`src/rtl/check_zero_pkg.sv`:
```
// check_zero_pkg: shared constants and elaboration helpers for the zero-detect tree.
//   FANIN         inputs per reduction node (fixed at 4)
//   DEFAULT_WIDTH default data bus width
//   node_mode_e   node flavour: NOR (leaf groups) or AND (upper levels)
//   clog4         tree depth for a given bus width
//   nodes_at      node count on a given tree level
//   level_offset  first index of a level inside the flattened node vector
package check_zero_pkg;

  localparam int unsigned FANIN         = 4;
  localparam int unsigned DEFAULT_WIDTH = 64;

  typedef enum logic {
    NODE_NOR,
    NODE_AND
  } node_mode_e;

  // Never below 1: the leaf NOR level exists even for WIDTH <= 4.
  function automatic int unsigned clog4(input int unsigned width);
    int unsigned n;
    int unsigned d;
    n = (width + FANIN - 1) / FANIN;
    d = 1;
    while (n > 1) begin
      n = (n + FANIN - 1) / FANIN;
      d++;
    end
    return d;
  endfunction

  function automatic int unsigned nodes_at(input int unsigned width, input int unsigned level);
    int unsigned n;
    n = (width + FANIN - 1) / FANIN;
    for (int unsigned i = 0; i < level; i++) n = (n + FANIN - 1) / FANIN;
    return n;
  endfunction

  function automatic int unsigned level_offset(input int unsigned width, input int unsigned level);
    int unsigned off;
    off = 0;
    for (int unsigned i = 0; i < level; i++) off += nodes_at(width, i);
    return off;
  endfunction

endpackage

```
`src/rtl/check_zero_reduce_node.sv`:
```
// zero_reduce_node: one 4-input node of the zero-detect reduction tree.
//   MODE = NODE_NOR : dout = 1 when all four data bits are 0 (leaf group)
//   MODE = NODE_AND : dout = 1 when all four children report zero
// Ports:
//   din   in  FANIN  node inputs
//   dout  out 1      node result
module zero_reduce_node
  import check_zero_pkg::*;
#(
  parameter node_mode_e MODE = NODE_AND
) (
  input  logic [FANIN-1:0] din,
  output logic             dout
);

  always_comb begin
    if (MODE == NODE_NOR) dout = ~|din;
    else                  dout = &din;
  end

endmodule

```
`src/rtl/check_zero.sv`:
```
// check_zero: registered zero-detect for the ALU result bus.
// zero = 1 iff every bit of the captured data is 0, computed by a balanced
// fan-in-4 tree (NOR leaves, AND upper levels).
// Ports:
//   clk        in   1      clock, all state on posedge
//   reset      in   1      synchronous active-high reset (zero<=1, out_valid<=0)
//   in_valid   in   1      capture qualifier for data
//   data       in   WIDTH  value to test
//   zero       out  1      registered zero flag; holds across idle cycles
//   out_valid  out  1      registered: zero belongs to a captured in_valid beat
// Build option:
//   CHECK_ZERO_PIPE_EN  adds a register stage after the leaf level (latency 2);
//                       undefined gives latency 1.
module check_zero
  import check_zero_pkg::*;
#(
  parameter int unsigned WIDTH = DEFAULT_WIDTH
) (
  input  logic             clk,
  input  logic             reset,
  input  logic             in_valid,
  input  logic [WIDTH-1:0] data,
  output logic             zero,
  output logic             out_valid
);

  localparam int unsigned LEVELS = clog4(WIDTH);
  localparam int unsigned N0     = nodes_at(WIDTH, 0);
  localparam int unsigned TOTAL  = level_offset(WIDTH, LEVELS);
  localparam int unsigned PADW   = N0 * FANIN;

  logic [PADW-1:0]  leaf_in;
  logic [N0-1:0]    grp_zero;
  logic [N0-1:0]    grp_sel;
  logic             stage_valid;
  // All tree levels flattened; level l starts at level_offset(WIDTH, l), root is last.
  logic [TOTAL-1:0] node;

  // Missing leaf inputs are 0 so they never spoil a group's NOR.
  if (PADW == WIDTH) begin : g_nopad
    assign leaf_in = data;
  end else begin : g_pad
    assign leaf_in = {{(PADW - WIDTH){1'b0}}, data};
  end

  for (genvar n = 0; n < N0; n++) begin : g_leaf
    zero_reduce_node #(.MODE(NODE_NOR)) u_node (
      .din  (leaf_in[n*FANIN +: FANIN]),
      .dout (grp_zero[n])
    );
  end

`ifdef CHECK_ZERO_PIPE_EN
  logic [N0-1:0] grp_q;
  logic          valid_q;

  always_ff @(posedge clk) begin
    if (reset) begin
      grp_q   <= '1;
      valid_q <= 1'b0;
    end else begin
      valid_q <= in_valid;
      if (in_valid) grp_q <= grp_zero;
    end
  end

  assign grp_sel     = grp_q;
  assign stage_valid = valid_q;
`else
  assign grp_sel     = grp_zero;
  assign stage_valid = in_valid;
`endif

  assign node[N0-1:0] = grp_sel;

  for (genvar l = 1; l < LEVELS; l++) begin : g_lvl
    localparam int unsigned CNT  = nodes_at(WIDTH, l);
    localparam int unsigned PCNT = nodes_at(WIDTH, l - 1);
    localparam int unsigned OFF  = level_offset(WIDTH, l);
    localparam int unsigned POFF = level_offset(WIDTH, l - 1);
    for (genvar n = 0; n < CNT; n++) begin : g_node
      logic [FANIN-1:0] kids;
      // Absent children read as "zero" (1) so the AND is unaffected.
      for (genvar j = 0; j < FANIN; j++) begin : g_kid
        if (n * FANIN + j < PCNT) begin : g_real
          assign kids[j] = node[POFF + n*FANIN + j];
        end else begin : g_tie
          assign kids[j] = 1'b1;
        end
      end
      zero_reduce_node #(.MODE(NODE_AND)) u_node (
        .din  (kids),
        .dout (node[OFF + n])
      );
    end
  end

  always_ff @(posedge clk) begin
    if (reset) begin
      zero      <= 1'b1;
      out_valid <= 1'b0;
    end else begin
      out_valid <= stage_valid;
      if (stage_valid) zero <= node[TOTAL-1];
    end
  end

endmodule

```
`config.mk`:
```
export PLATFORM = sky130hd
export DESIGN_NAME = check_zero
export DESIGN_NICKNAME = d
export VERILOG_FILES = /design/src/rtl/check_zero_pkg.sv /design/src/rtl/check_zero_reduce_node.sv /design/src/rtl/check_zero.sv
export SDC_FILE = /design/constraint.sdc
export NUM_CORES = 1
export LEC_CHECK = 0
export BUFFER_PORTS_ARGS = -buffer_cell sky130_fd_sc_hd__buf_4
export CAP_MARGIN = 20
export CORE_AREA = 3 3 40 42
export DETAILED_ROUTE_END_ITERATION = 8
export DIE_AREA = 0 0 43 45
export PLACE_DENSITY = 0.79
export SLEW_MARGIN = 20
export SYNTH_ARGS = -nofsm -noshare
export SYNTH_HDL_FRONTEND = slang
export SYNTH_HIERARCHICAL = 1
export SYNTH_SLANG_ARGS = --single-unit
```
`constraint.sdc`:
```
create_clock -name clk -period 2.4 [get_ports clk]
set_input_delay 0.24 -clock clk [delete_from_list [all_inputs] [get_ports clk]]
set_output_delay 0.24 -clock clk [all_outputs]
set_load 0.005 [all_outputs]
```
==> impl_metrics.py, run 1 <==
metrics = {
    "power": {
        "p_seq_frac": 0.169,
        "p_sw_mw": 0.04669,
        "p_per_area_nw_per_um2": 251.1,
        "p_int_mw": 0.1685,
        "power_frac_comb": 0.490,
        "p_clk_frac": 0.342,
        "ir_drop_uv": 133.3,
        "p_sw_frac": 0.2170,
        "cellLeakagePower_nw": 0.3986,
    },
    "synthesis": {
        "synthesis.area_sq_um": 305.3,
        "yosysWarningCount": 6,
        "yosysSeqAreaShare": 0.1311,
        "ys_types": 5,
        "synth.avg_cell_area_sq_um": 11.74,
        "synthCells": 26,
        "synth_seq_cells": 2,
        "synth_fp_nets": 93,
    },
    "layout": {
        "nets": 166,
        "final_layout_size_suffix_gt1_frac": 0.8969,
        "diodes": 0,
        "design_area_sq_um": 857.1,
        "fill_cells": 120,
        "areaGrowthSynthToFinish_pct": 180.7,
    },
    "die": {
        "num_rows": 13,
        "ios": 69,
        "die_h_um": 45,
        "core_sq_um": 1285,
        "die_area_sq_um": 1935,
        "die_w_um": 43,
        "start_util": 0.2376,
    },
    "clock_network": {
        "cts.sinks": 2,
        "clockBufferDepth": 2,
        "insertion_delay_ns": 0.22,
        "cts_setup_buffers": 0,
        "cts_inserted_buffers": 3,
        "h-tree-depth": 1,
        "cts_tree": "yes",
        "clk_pin_slew_ns": 0.03,
        "cts_hold_buf": 0,
        "cts_resized": 0,
        "cts-root-buf": "clkbuf_4",
    },
    "worst_setup_path": {
        "max_stage_delay_ns": 0.25,
        "cp_common_cell": "and4_1",
        "crit_arrival_ns": 1.11,
        "critPathRequiredTime_ns": 2.57,
        "rrSetupSlack_ns": 1.66,
        "crit_chain": "buf_4, nor4_2, and4_1, and4_1, a211o_1",
        "startpoint_type": "input pin",
        "path_max_fanout": 1,
        "crit_type": "in -> reg",
        "critPathSlowestCell": "nor4_2",
        "end_kind": "flop",
    },
    "timing": {
        "relSlewSlack": 0.8702,
        "fin_crit_sh": 0.3951,
        "finalCriticalPeriod_ns": 0.9483,
        "grt_setup_unrepaired": "false",
        "max_freq_ghz": 1.054,
        "setup_viol": 0,
        "fin_worst_skew_ns": 0,
        "maxSlewViolCount": 0,
        "hold_violations": 0,
        "worst_pin_slew_ns": 0.1930,
        "setup_tns_ns": 0,
    },
    "placed_design": {
        "io_buffer_count": 68,
        "place_area_sq_um": 834.6,
        "gp_congestion": 0.6866,
    },
    "global_route": {
        "grt_pass1_wl_um": 2277,
        "grt_pass1_vias": 550,
        "antenna_found_initial": 0,
        "grt_use_total": 0.1521,
        "grt_start_max_net_pins": 4,
        "overflow": 0,
    },
    "routing": {
        "detail-route-antenna-nets": 0,
        "first_iter_violations": 5,
        "vias": 522,
        "route.detailed.drc": 0,
        "routed_wl_um": 1415,
        "dr.pass1.iters": 2,
        "wl_per_cell_um": 12.63,
        "vias_per_cell": 4.661,
    },
    "job": {
        "maxCapViolations": 0,
    },
    "hold_path": {
        "hold_path.class": "in -> reg",
    },
    "outcome": {
        "status": "finished clean",
    },
}
[layout by cell type, fill, tap and decap left out]
master,synthesis,routed
buf_4,0,68
nor4_2,16,16
and4_1,5,5
clkbuf_4,0,3
nor2b_1,2,2
dfxtp_1,2,2
a211o_1,1,1
[cells in the mapped netlist, drive strengths merged]
library cell,instances,area share
nor4,16,0.66
dfxtp,2,0.13
a211o,1,0.029
nor2b,2,0.041
and4,5,0.14
[power by group through the flow]
stage	Combinational (mW)	Sequential (mW)	Clock, mW
2_1_floorplan	0.0101	0.0370	0
3_3_place_gp	0.104	0.0368	0
6_report	0.105	0.0363	0.0735
5_1_grt	0.113	0.0365	0.0821
3_5_place_dp	0.106	0.0367	0
4_1_cts	0.106	0.0363	0.0782
[kinds of logic after synthesis]
logic type,after synthesis,share of synthesized area
compound gates,1,0.02869
flops,2,0.1312
simple gates,23,0.8401
[state kept, by name, indices dropped and copies added, names as in the netlist]
register	cells
out_valid	1
zero	1
[metrics by stage]
| step | setup WS, ns | total power [mW] | utilization | cells | hold slack [ns] |
|---|---|---|---|---|---|
| floorplan | 1.410 | 0.04708 | - | 26 | 0.3116 |
| global placement | 1.213 | 0.1410 | 0.6495 | 109 | 0.4136 |
| detailed placement | 1.217 | 0.1431 | 0.6495 | 109 | 0.4148 |
| CTS | 1.440 | 0.2210 | 0.6670 | 112 | 0.1745 |
| global route | 1.407 | 0.2317 | 0.6670 | 112 | 0.1773 |
| finish | 1.452 | 0.2152 | 0.6670 | 112 | 0.1829 |
[per-layer routing]
| metal | vias up | global-route usage | routed length, um |
|---|---|---|---|
| li1 | 265 | - | - |
| met1 | 219 | 0.1679 | 428 |
| met2 | 36 | 0.2725 | 789 |
| met3 | 2 | 0.05578 | 184 |
| met4 | 0 | 0.04819 | 12 |
| met5 | - | 0 | 0 |
[worst max-delay path, delay by kind of cell]
family,cells,cell delay (ns)
and+or+nand+nor,3,0.66
buffers and inverters,1,0.11
AOI/OAI and AO/OA,1,0.10
[worst paths after layout]
check / start / end / cells after the start
setup / recovery: data[33] / zero / 5
hold / removal: reset / out_valid / 2
setup reg to reg: zero / zero / 2
hold reg to reg: zero / zero / 2
[area by class of cell]
cell class                 count  area, sq um  share of cell area
sequential                     2        40.04             0.04672
timing repair buffer          68        510.5              0.5956
clock buffer                   3        22.52             0.02628
multi-input combinational     24        265.3              0.3095
tap                           15        18.77             0.02190
(Power assumes the default switching activity.)
==> inputs of run 2 (changes only) <==
- CORE_AREA: 3 3 40 42 -> 3 3 42 44
- DIE_AREA: 0 0 43 45 -> 0 0 45 47
- PLACE_DENSITY: 0.79 -> 0.72
- clock period: 2.4 -> 0.9 ns (I/O delays scaled with it)
==> impl_metrics.py, run 2 (synthesis results as in run 1) <==
metrics = {
    "outcome": {
        "status": "finished clean",
    },
    "layout": {
        "nets": 166,
        "final_cell_mix": "68 x buf_4, 16 x nor4_2, 5 x and4_1",
        "multi_input_area_sq_um": 265.3,
        "final-seq-area_sq_um": 40.04,
        "areaGrowthSynthToFinish_pct": 181.1,
        "fill_cells": 142,
        "final_common_cell": "buf_4",
        "final_layout_size_suffix_gt1_frac": 0.8969,
        "diodes": 0,
        "top_regs": "out_valid (1), zero (1)",
        "fin_util": 0.5833,
    },
    "timing": {
        "max_freq_ghz": 1.218,
        "maxSlewViolCount": 0,
        "hold_violations": 0,
        "worst_slack_ns": 0.07903,
        "relSlewSlack": 0.8627,
        "finalCriticalPeriod_ns": 0.8210,
        "worst_pin_slew_ns": 0.2042,
        "setup_viol": 0,
        "fin_crit_sh": 0.9122,
        "fin_worst_skew_ns": 0,
        "grt_setup_unrepaired": "false",
    },
    "global_route": {
        "grt_pass1_wl_um": 2028,
        "grt_start_max_net_pins": 4,
        "grt_use_total": 0.1371,
        "grt_pass1_vias": 529,
        "antenna_found_initial": 0,
        "overflow": 0,
    },
    "clock_network": {
        "h-tree-depth": 1,
        "cts-root-buf": "clkbuf_4",
        "cts_tree": "yes",
        "cts_inserted_buffers": 3,
        "cts_setup_buffers": 0,
        "cts_hold_buf": 0,
        "cts.sinks": 2,
        "insertion_delay_ns": 0.22,
        "clockBufferDepth": 2,
        "cts_resized": 0,
        "clk_pin_slew_ns": 0.03,
    },
    "routing": {
        "first_iter_violations": 2,
        "vias_per_cell": 4.752,
        "route.detailed.drc": 0,
        "dr.pass1.iters": 4,
        "routed_wl_um": 1321,
        "detail-route-antenna-nets": 0,
        "vias": 537,
        "wl_per_cell_um": 11.69,
    },
    "die": {
        "ios": 69,
        "die_h_um": 47,
        "start_util": 0.2075,
        "die_area_sq_um": 2115,
        "num_rows": 14,
        "core_sq_um": 1471,
        "die_w_um": 45,
    },
    "job": {
        "maxCapViolations": 0,
    },
    "power": {
        "p_per_area_nw_per_um2": 661.1,
        "cellLeakagePower_nw": 0.3986,
        "ir_drop_uv": 307.1,
        "p_total_mw": 0.5674,
    },
    "worst_setup_path": {
        "rrSetupSlack_ns": 0.17,
        "crit_chain": "buf_4, nor4_2, and4_1, and4_1, a211o_1",
        "path_depth": 5,
        "path_max_fanout": 1,
        "end_kind": "flop",
        "cp-endpoint": "zero",
        "startpoint_type": "input pin",
        "max_stage_delay_ns": 0.26,
        "critPathSlowestCell": "nor4_2",
        "r2r_cells": 2,
        "crit_buf_inv": 1,
        "reg2reg_from": "zero",
        "critPathRequiredTime_ns": 1.06,
        "crit_start": "data[45]",
        "crit_type": "in -> reg",
        "timing.rr.end": "zero",
        "cp_common_cell": "and4_1",
        "crit_arrival_ns": 0.98,
        "cp_top_family": "simple AND/OR/NAND/NOR gates",
    },
    "placed_design": {
        "pre_cts_ws_ns": -0.1536,
        "gp_congestion": 0.6786,
        "io_buffer_count": 68,
    },
    "hold_path": {
        "hold_path.class": "in -> reg",
    },
}
==> run 2: cell counts in the layout (fill, tap and decap cells not counted) <==
Identical to the previous run, type by type.
==> run 2: final cells by class <==
class | count | area share
sequential | 2 | 0.04665
tap | 16 | 0.02332
multi-input combinational | 24 | 0.3090
timing repair buffer | 68 | 0.5948
clock buffer | 3 | 0.02624
==> run 2: where the power goes <==
group          internal, mW  switching [mW]  leakage [nW]
clock                 0.146          0.0437        0.0138
combinational         0.207          0.0733         0.368
sequential           0.0950         0.00165        0.0167
total                 0.449           0.119         0.399
==> run 2: through the flow <==
stage	hold slack, ns	instance area, sq um	instances	TNS (ns)
after floorplan	0.1616	305.3	26	0
after global routing	0.01416	858.3	113	0
final	0.03620	858.3	113	0
after detailed placement	0.2628	835.8	110	-0.1536
after global placement	0.2637	835.8	110	-0.1524
after CTS	0.02616	858.3	113	0
==> run 2: metal layers <==
| metal | part of all wire | GRT usage | vias to the layer above |
|---|---|---|---|
| li1 | - | - | 265 |
| met1 | 0.25 | 0.1242 | 234 |
| met2 | 0.59 | 0.2486 | 38 |
| met3 | 0.16 | 0.08429 | 0 |
| met4 | 0 | 0.05263 | 0 |
| met5 | 0 | 0 | - |
==> run 2: worst min-delay path by stage <==
stage / start / to / slack, ns / depth (start not counted)
finish: reset / out_valid / 0.04 / 2
CTS: reset / out_valid / 0.03 / 2
global route: reset / out_valid / 0.01 / 2
global placement: reset / out_valid / 0.26 / 2
detailed placement: reset / out_valid / 0.26 / 2
floorplan: reset / out_valid / 0.16 / 1
